<file path="config.mk">
export PLATFORM = sky130hd
export DESIGN_NAME = multi_timer
export DESIGN_NICKNAME = d
export VERILOG_FILES = /design/src/rtl/multi_timer.sv
export SDC_FILE = /design/constraint.sdc
export NUM_CORES = 1
export LEC_CHECK = 0
export ABC_CLOCK_PERIOD_IN_PS = 3300
export CAP_MARGIN = 10
export CORE_MARGIN = 1
export CORE_UTILIZATION = 35
export CTS_CLUSTER_SIZE = 30
export DETAILED_ROUTE_END_ITERATION = 7
export SYNTH_ARGS = -nofsm -noshare
export SYNTH_HDL_FRONTEND = slang
export SYNTH_SLANG_ARGS = --single-unit
</file>
<file path="constraint.sdc">
create_clock -name CLOCK_50 -period 3.3 [get_ports CLOCK_50]
set_input_delay 0.495 -clock CLOCK_50 [delete_from_list [all_inputs] [get_ports CLOCK_50]]
set_output_delay 0.495 -clock CLOCK_50 [all_outputs]
set_load 0.01 [all_outputs]
</file>
<file path="src/rtl/multi_timer.sv">
// -----------------------------------------------------------------------------
// multi_timer
//   NUM_CH independent programmable down-counters used as the shared timing
//   source for game logic (movement rates, ghost mode timers, frightened
//   timeout, frame pacing). Each channel has a run-time reload register,
//   start/stop control, periodic or one-shot mode and a registered
//   terminal-count tick.
//
// Ports
//   CLOCK_50  system clock, all state updates on the rising edge
//   reset     asynchronous, active-low reset
//   load      per-channel strobe: write load_val into reload and counter
//   load_val  reload value shared by all channels
//   start     per-channel strobe: (re)start channel from its reload value
//   stop      per-channel strobe: halt channel, counter holds (stop wins)
//   oneshot   mode sampled on start: 1 = one-shot, 0 = periodic
//   count     current counter values, channel i at [i*WIDTH +: WIDTH]
//   running   channel i is counting
//   tick      one-cycle registered pulse per terminal count
//   tick_any  combinational OR of tick
// -----------------------------------------------------------------------------
module multi_timer #(
  parameter int NUM_CH      = 4,
  parameter int WIDTH       = 26,
  parameter int DEFAULT_MAX = 50000000
) (
  input  logic                    CLOCK_50,
  input  logic                    reset,
  input  logic [NUM_CH-1:0]       load,
  input  logic [WIDTH-1:0]        load_val,
  input  logic [NUM_CH-1:0]       start,
  input  logic [NUM_CH-1:0]       stop,
  input  logic [NUM_CH-1:0]       oneshot,
  output logic [NUM_CH*WIDTH-1:0] count,
  output logic [NUM_CH-1:0]       running,
  output logic [NUM_CH-1:0]       tick,
  output logic                    tick_any
);

  localparam logic [WIDTH-1:0] RESET_VAL = WIDTH'(DEFAULT_MAX);

  for (genvar i = 0; i < NUM_CH; i++) begin : g_ch
    logic [WIDTH-1:0] reload;
    logic [WIDTH-1:0] cnt;
    logic             run;
    logic             mode;     // 1 = one-shot, 0 = periodic
    logic             tk;

    logic [WIDTH-1:0] reload_next;
    logic [WIDTH-1:0] cnt_next;
    logic             run_next;
    logic             mode_next;
    logic             tk_next;

    // Priority: load rewrites the counter, stop beats start, and the
    // countdown only advances on cycles with no strobe at all.
    always_comb begin
      reload_next = reload;
      cnt_next    = cnt;
      run_next    = run;
      mode_next   = mode;
      tk_next     = 1'b0;

      if (load[i]) begin
        reload_next = load_val;
        cnt_next    = load_val;
      end

      if (stop[i]) begin
        run_next = 1'b0;
      end else if (start[i]) begin
        run_next  = 1'b1;
        mode_next = oneshot[i];
        cnt_next  = load[i] ? load_val : reload;
      end else if (!load[i] && run) begin
        if (cnt != '0) begin
          cnt_next = cnt - 1'b1;
        end else if (!mode) begin
          tk_next  = 1'b1;
          cnt_next = reload;
        end else begin
          // One-shot terminal count: halt with the counter parked at zero.
          tk_next  = 1'b1;
          run_next = 1'b0;
        end
      end
    end

    always_ff @(posedge CLOCK_50 or negedge reset) begin
      if (!reset) begin
        reload <= RESET_VAL;
        cnt    <= RESET_VAL;
        run    <= 1'b0;
        mode   <= 1'b0;
        tk     <= 1'b0;
      end else begin
        reload <= reload_next;
        cnt    <= cnt_next;
        run    <= run_next;
        mode   <= mode_next;
        tk     <= tk_next;
      end
    end

    assign count[i*WIDTH +: WIDTH] = cnt;
    assign running[i]              = run;
    assign tick[i]                 = tk;
  end

  assign tick_any = |tick;

endmodule

</file>
==> results.sh <==
export IMPL_gp_congestion=0.895
export IMPL_synth_ff_type="dfrtp_1"
export IMPL_drt_iter0_markers=1242
export IMPL_cp_end_kind="flip-flop"
export IMPL_powerDensity_nw_per_um2=491
export IMPL_post_cts_resized=0
export IMPL_yosys_top_cells_area="dfrtp_1 (22%), dfstp_2 (18%), o21ai_0 (6.0%), a21oi_1 (4.0%), mux2_2 (3.9%)"
export IMPL_critical_path_slowest_cell="or4_1"
export IMPL_grt_max_degree=91
export IMPL_cts_root_buf="clkbuf_16"
export IMPL_synth_compound_area_share_pct=24.5
export IMPL_path_class="flip-flop to flip-flop"
export IMPL_worstPathMaxFanout=12
export IMPL_drv_slew=0
export IMPL_fmax_mhz=332
export IMPL_ys_seq_area_share_pct=39.5
export IMPL_cts_buffer_depth=3
export IMPL_synth_top_family_by_area="compound AO/OA/AOI/OAI gates"
export IMPL_core_region_area_sq_um=39900
export IMPL_hold_class="input pin to flip-flop"
export IMPL_post_cts_buffers=0
export IMPL_maxCapViolCount=0
export IMPL_synthesis_area_sq_um=14200
export IMPL_endpoint="g_ch[1].cnt[11]"
export IMPL_insertion_delay_ns=0.57
export IMPL_design_area_sq_um=17500
export IMPL_cp_cell_sequence="or3_1 > or4_1 > or3_1 > buf_4 > or3_1 > o21ai_0 > a211oi_1"
export IMPL_fin_cells=2376
export IMPL_async_flop_share_pct=100
export IMPL_synth_top_cell_by_area="dfrtp_1"
export IMPL_syn_nets=1736
export IMPL_synth_cells=1688
export IMPL_p_leak_nw=6.87
export IMPL_ant_nets=0
export IMPL_worstRegToRegCells=7
export IMPL_critPathTopFamily="simple AND/OR/NAND/NOR gates"
export IMPL_synth_cell_type_count=70
export IMPL_grt_overflow=0
export IMPL_fp_dieW_microns=204
export IMPL_critPathBufInv=1
export IMPL_cts_tree="built"
export IMPL_synth_seq_cells=220
export IMPL_arrival_ns=3.45
export IMPL_relSlewSlack_pct=34.9
export IMPL_worstPathRequired_ns=3.73
export IMPL_grt_total_usage_pct=25.3
export IMPL_synth_simple_area_share_pct=18.7
export IMPL_worst_slack_ns=0.284
export IMPL_synth_top_area_share_pct=21.8
export IMPL_drive_gt1_share_pct=15.3
export IMPL_cts_clk_slew_worst_paths_ns=0.06
export IMPL_setup_tns_ns=0
export IMPL_drtPass1Iterations=8
export IMPL_tightest_slew_ns=0.976
export IMPL_hpwl_microns=36700
export IMPL_cpPeakStageDelay_ns=0.66
export IMPL_power_mw=8.57
export IMPL_dp_worst_setup_slack_ns=0.308
export IMPL_antenna_found_initial=1
export IMPL_layout_commonest_cell="o21ai_0"
export IMPL_r2r_end="g_ch[1].cnt[11]"
export IMPL_pin_count=157
export IMPL_post_route_period_util_pct=91.4
export IMPL_synth_adder_area_share_pct=0.351
export IMPL_timing_rr_start="g_ch[1].cnt[18]"
export IMPL_critPathMostFrequentCell="or3_1"
export IMPL_synth_edf_count=0
export IMPL_status="finished clean"
export IMPL_utilization_pct=43.7
export IMPL_wire_per_inst_microns=22.2
export IMPL_num_rows=73
export IMPL_placed_area_sq_um=16500
export IMPL_first_global_vias=13600
export IMPL_dp_cells=2324
export IMPL_rsz0062_at_grt="false"
export IMPL_finalHoldViolCount=0
export IMPL_start_kind="flip-flop"
export IMPL_clock_sinks=220
export IMPL_initial_utilization_pct=35.7
export IMPL_path_depth=7
export IMPL_viasPerCell=5.93
export IMPL_ir_drop_mv=0.376
export IMPL_die_height_microns=204
export IMPL_period_minus_slack_ns=3.02
export IMPL_cts_made_buffers=27
export IMPL_synthXorXnorAreaFrac_pct=3.75
export IMPL_remaining_drc_errors=0
export IMPL_synthMuxAreaShare_pct=7.04
export IMPL_ys_warn_count=0
export IMPL_holdPathStages=4
export IMPL_syn_area_per_cell_sq_um=8.44
export IMPL_port_buffers=156
export IMPL_syn_to_final_growth_pct=22.6
export IMPL_dr_total_vias=14100
export IMPL_fp_dieArea_sq_um=41500
export IMPL_setup_viol=0
export IMPL_holdBufCountCts=1
export IMPL_wirelength_microns=52800
export IMPL_worst_hold_slack_ns=0.406
export IMPL_cts_max_level=1
export IMPL_crit_start="g_ch[1].cnt[18]"
export IMPL_mostFrequentLayoutCells="o21ai_0 (171), clkdlybuf4s50_1 (151), nand2_1 (143), nor2_1 (126), dfrtp_1 (124)"
export IMPL_nNetsFinal=1877
export IMPL_rrSetupSlack_ns=0.28
export IMPL_worst_clock_skew_ns=0.0257
export IMPL_grt_pass1_wl_microns=81800
[sequential cells by signal, indices dropped and copies added, names as in the netlist]
signal and flops:
g_ch.mode 4, g_ch.run 4, g_ch.reload 104, g_ch.cnt 104, g_ch.tk 4
[worst reg2reg max path: stages (launching register included)]
cell	delay, ns
dfrtp_1	0.44
or3_1	0.48
or4_1	0.66
or3_1	0.58
buf_4	0.27
or3_1	0.30
o21ai_0	0.08
a211oi_1	0.09
[synth_stat cells, types with 7 or more instances]
cell type,instances
a221o_1,14
nand4_1,16
o221ai_1,35
mux2_2,49
a311oi_1,9
xor2_1,28
nand2_1,143
clkbuf_1,98
dfrtp_1,124
nor3b_1,7
nand3_1,36
o21ai_0,171
a31oi_1,36
nor2_1,126
and3_1,9
buf_2,8
a22oi_1,31
buf_1,8
nor3_1,65
inv_1,97
mux2i_1,45
nor2b_1,18
o31ai_1,16
nand2b_1,41
or3_1,25
nor4_1,22
o22ai_1,7
buf_4,8
a211oi_1,17
or4_1,16
o211ai_1,23
dfstp_2,96
xnor2_1,33
a21oi_1,113
a2bb2oi_1,8
a21o_1,7
[cells by family (layout without fill, tap and decap cells)]
group | after synthesis | in the layout
buf+inv | 223 | 385
mux | 94 | 94
flops | 220 | 220
other cells | 0 | 1
compound gates | 542 | 542
fa+ha+maj | 4 | 4
simple gates | 544 | 544
xor+xnor | 61 | 61
[report_power, final]
group          switching, mW  leakage (nW)  total (mW)  internal, mW
clock                   1.28         0.445        3.07          1.79
combinational           1.09          3.92        2.00         0.905
sequential             0.421          2.50        3.51          3.09
[layer usage]
metal | up-vias | track usage, % | routed length (microns)
li1 | 6470 | - | -
met1 | 6936 | 34.8 | 23200
met2 | 569 | 39.7 | 23700
met3 | 101 | 3.85 | 3720
met4 | 2 | 9.61 | 2130
met5 | - | 0 | 13
[how the worst min path moves through the flow]
stage	startpoint	to	slack, ns
after detailed placement	g_ch[2].reload[12]	g_ch[2].reload[12]	0.47
after global routing	load[1]	g_ch[1].cnt[19]	0.44
final	load[0]	g_ch[0].cnt[12]	0.41
after floorplan	reset	g_ch[0].cnt[0]	0.20
after CTS	load[2]	g_ch[2].cnt[13]	0.38
after global placement	g_ch[2].reload[12]	g_ch[2].reload[12]	0.47
[final cells by class]
type                       count  area [sq um]
fill                        3941         22500
multi-input combinational   1245          7730
sequential                   220          5630
timing repair buffer         235          2170
clock buffer                  37           773
tap                          525           657
inverter                     100           375
clock inverter                13           124
antenna                        1          2.50
No activity file was read; power rests on OpenSTA's default activity.
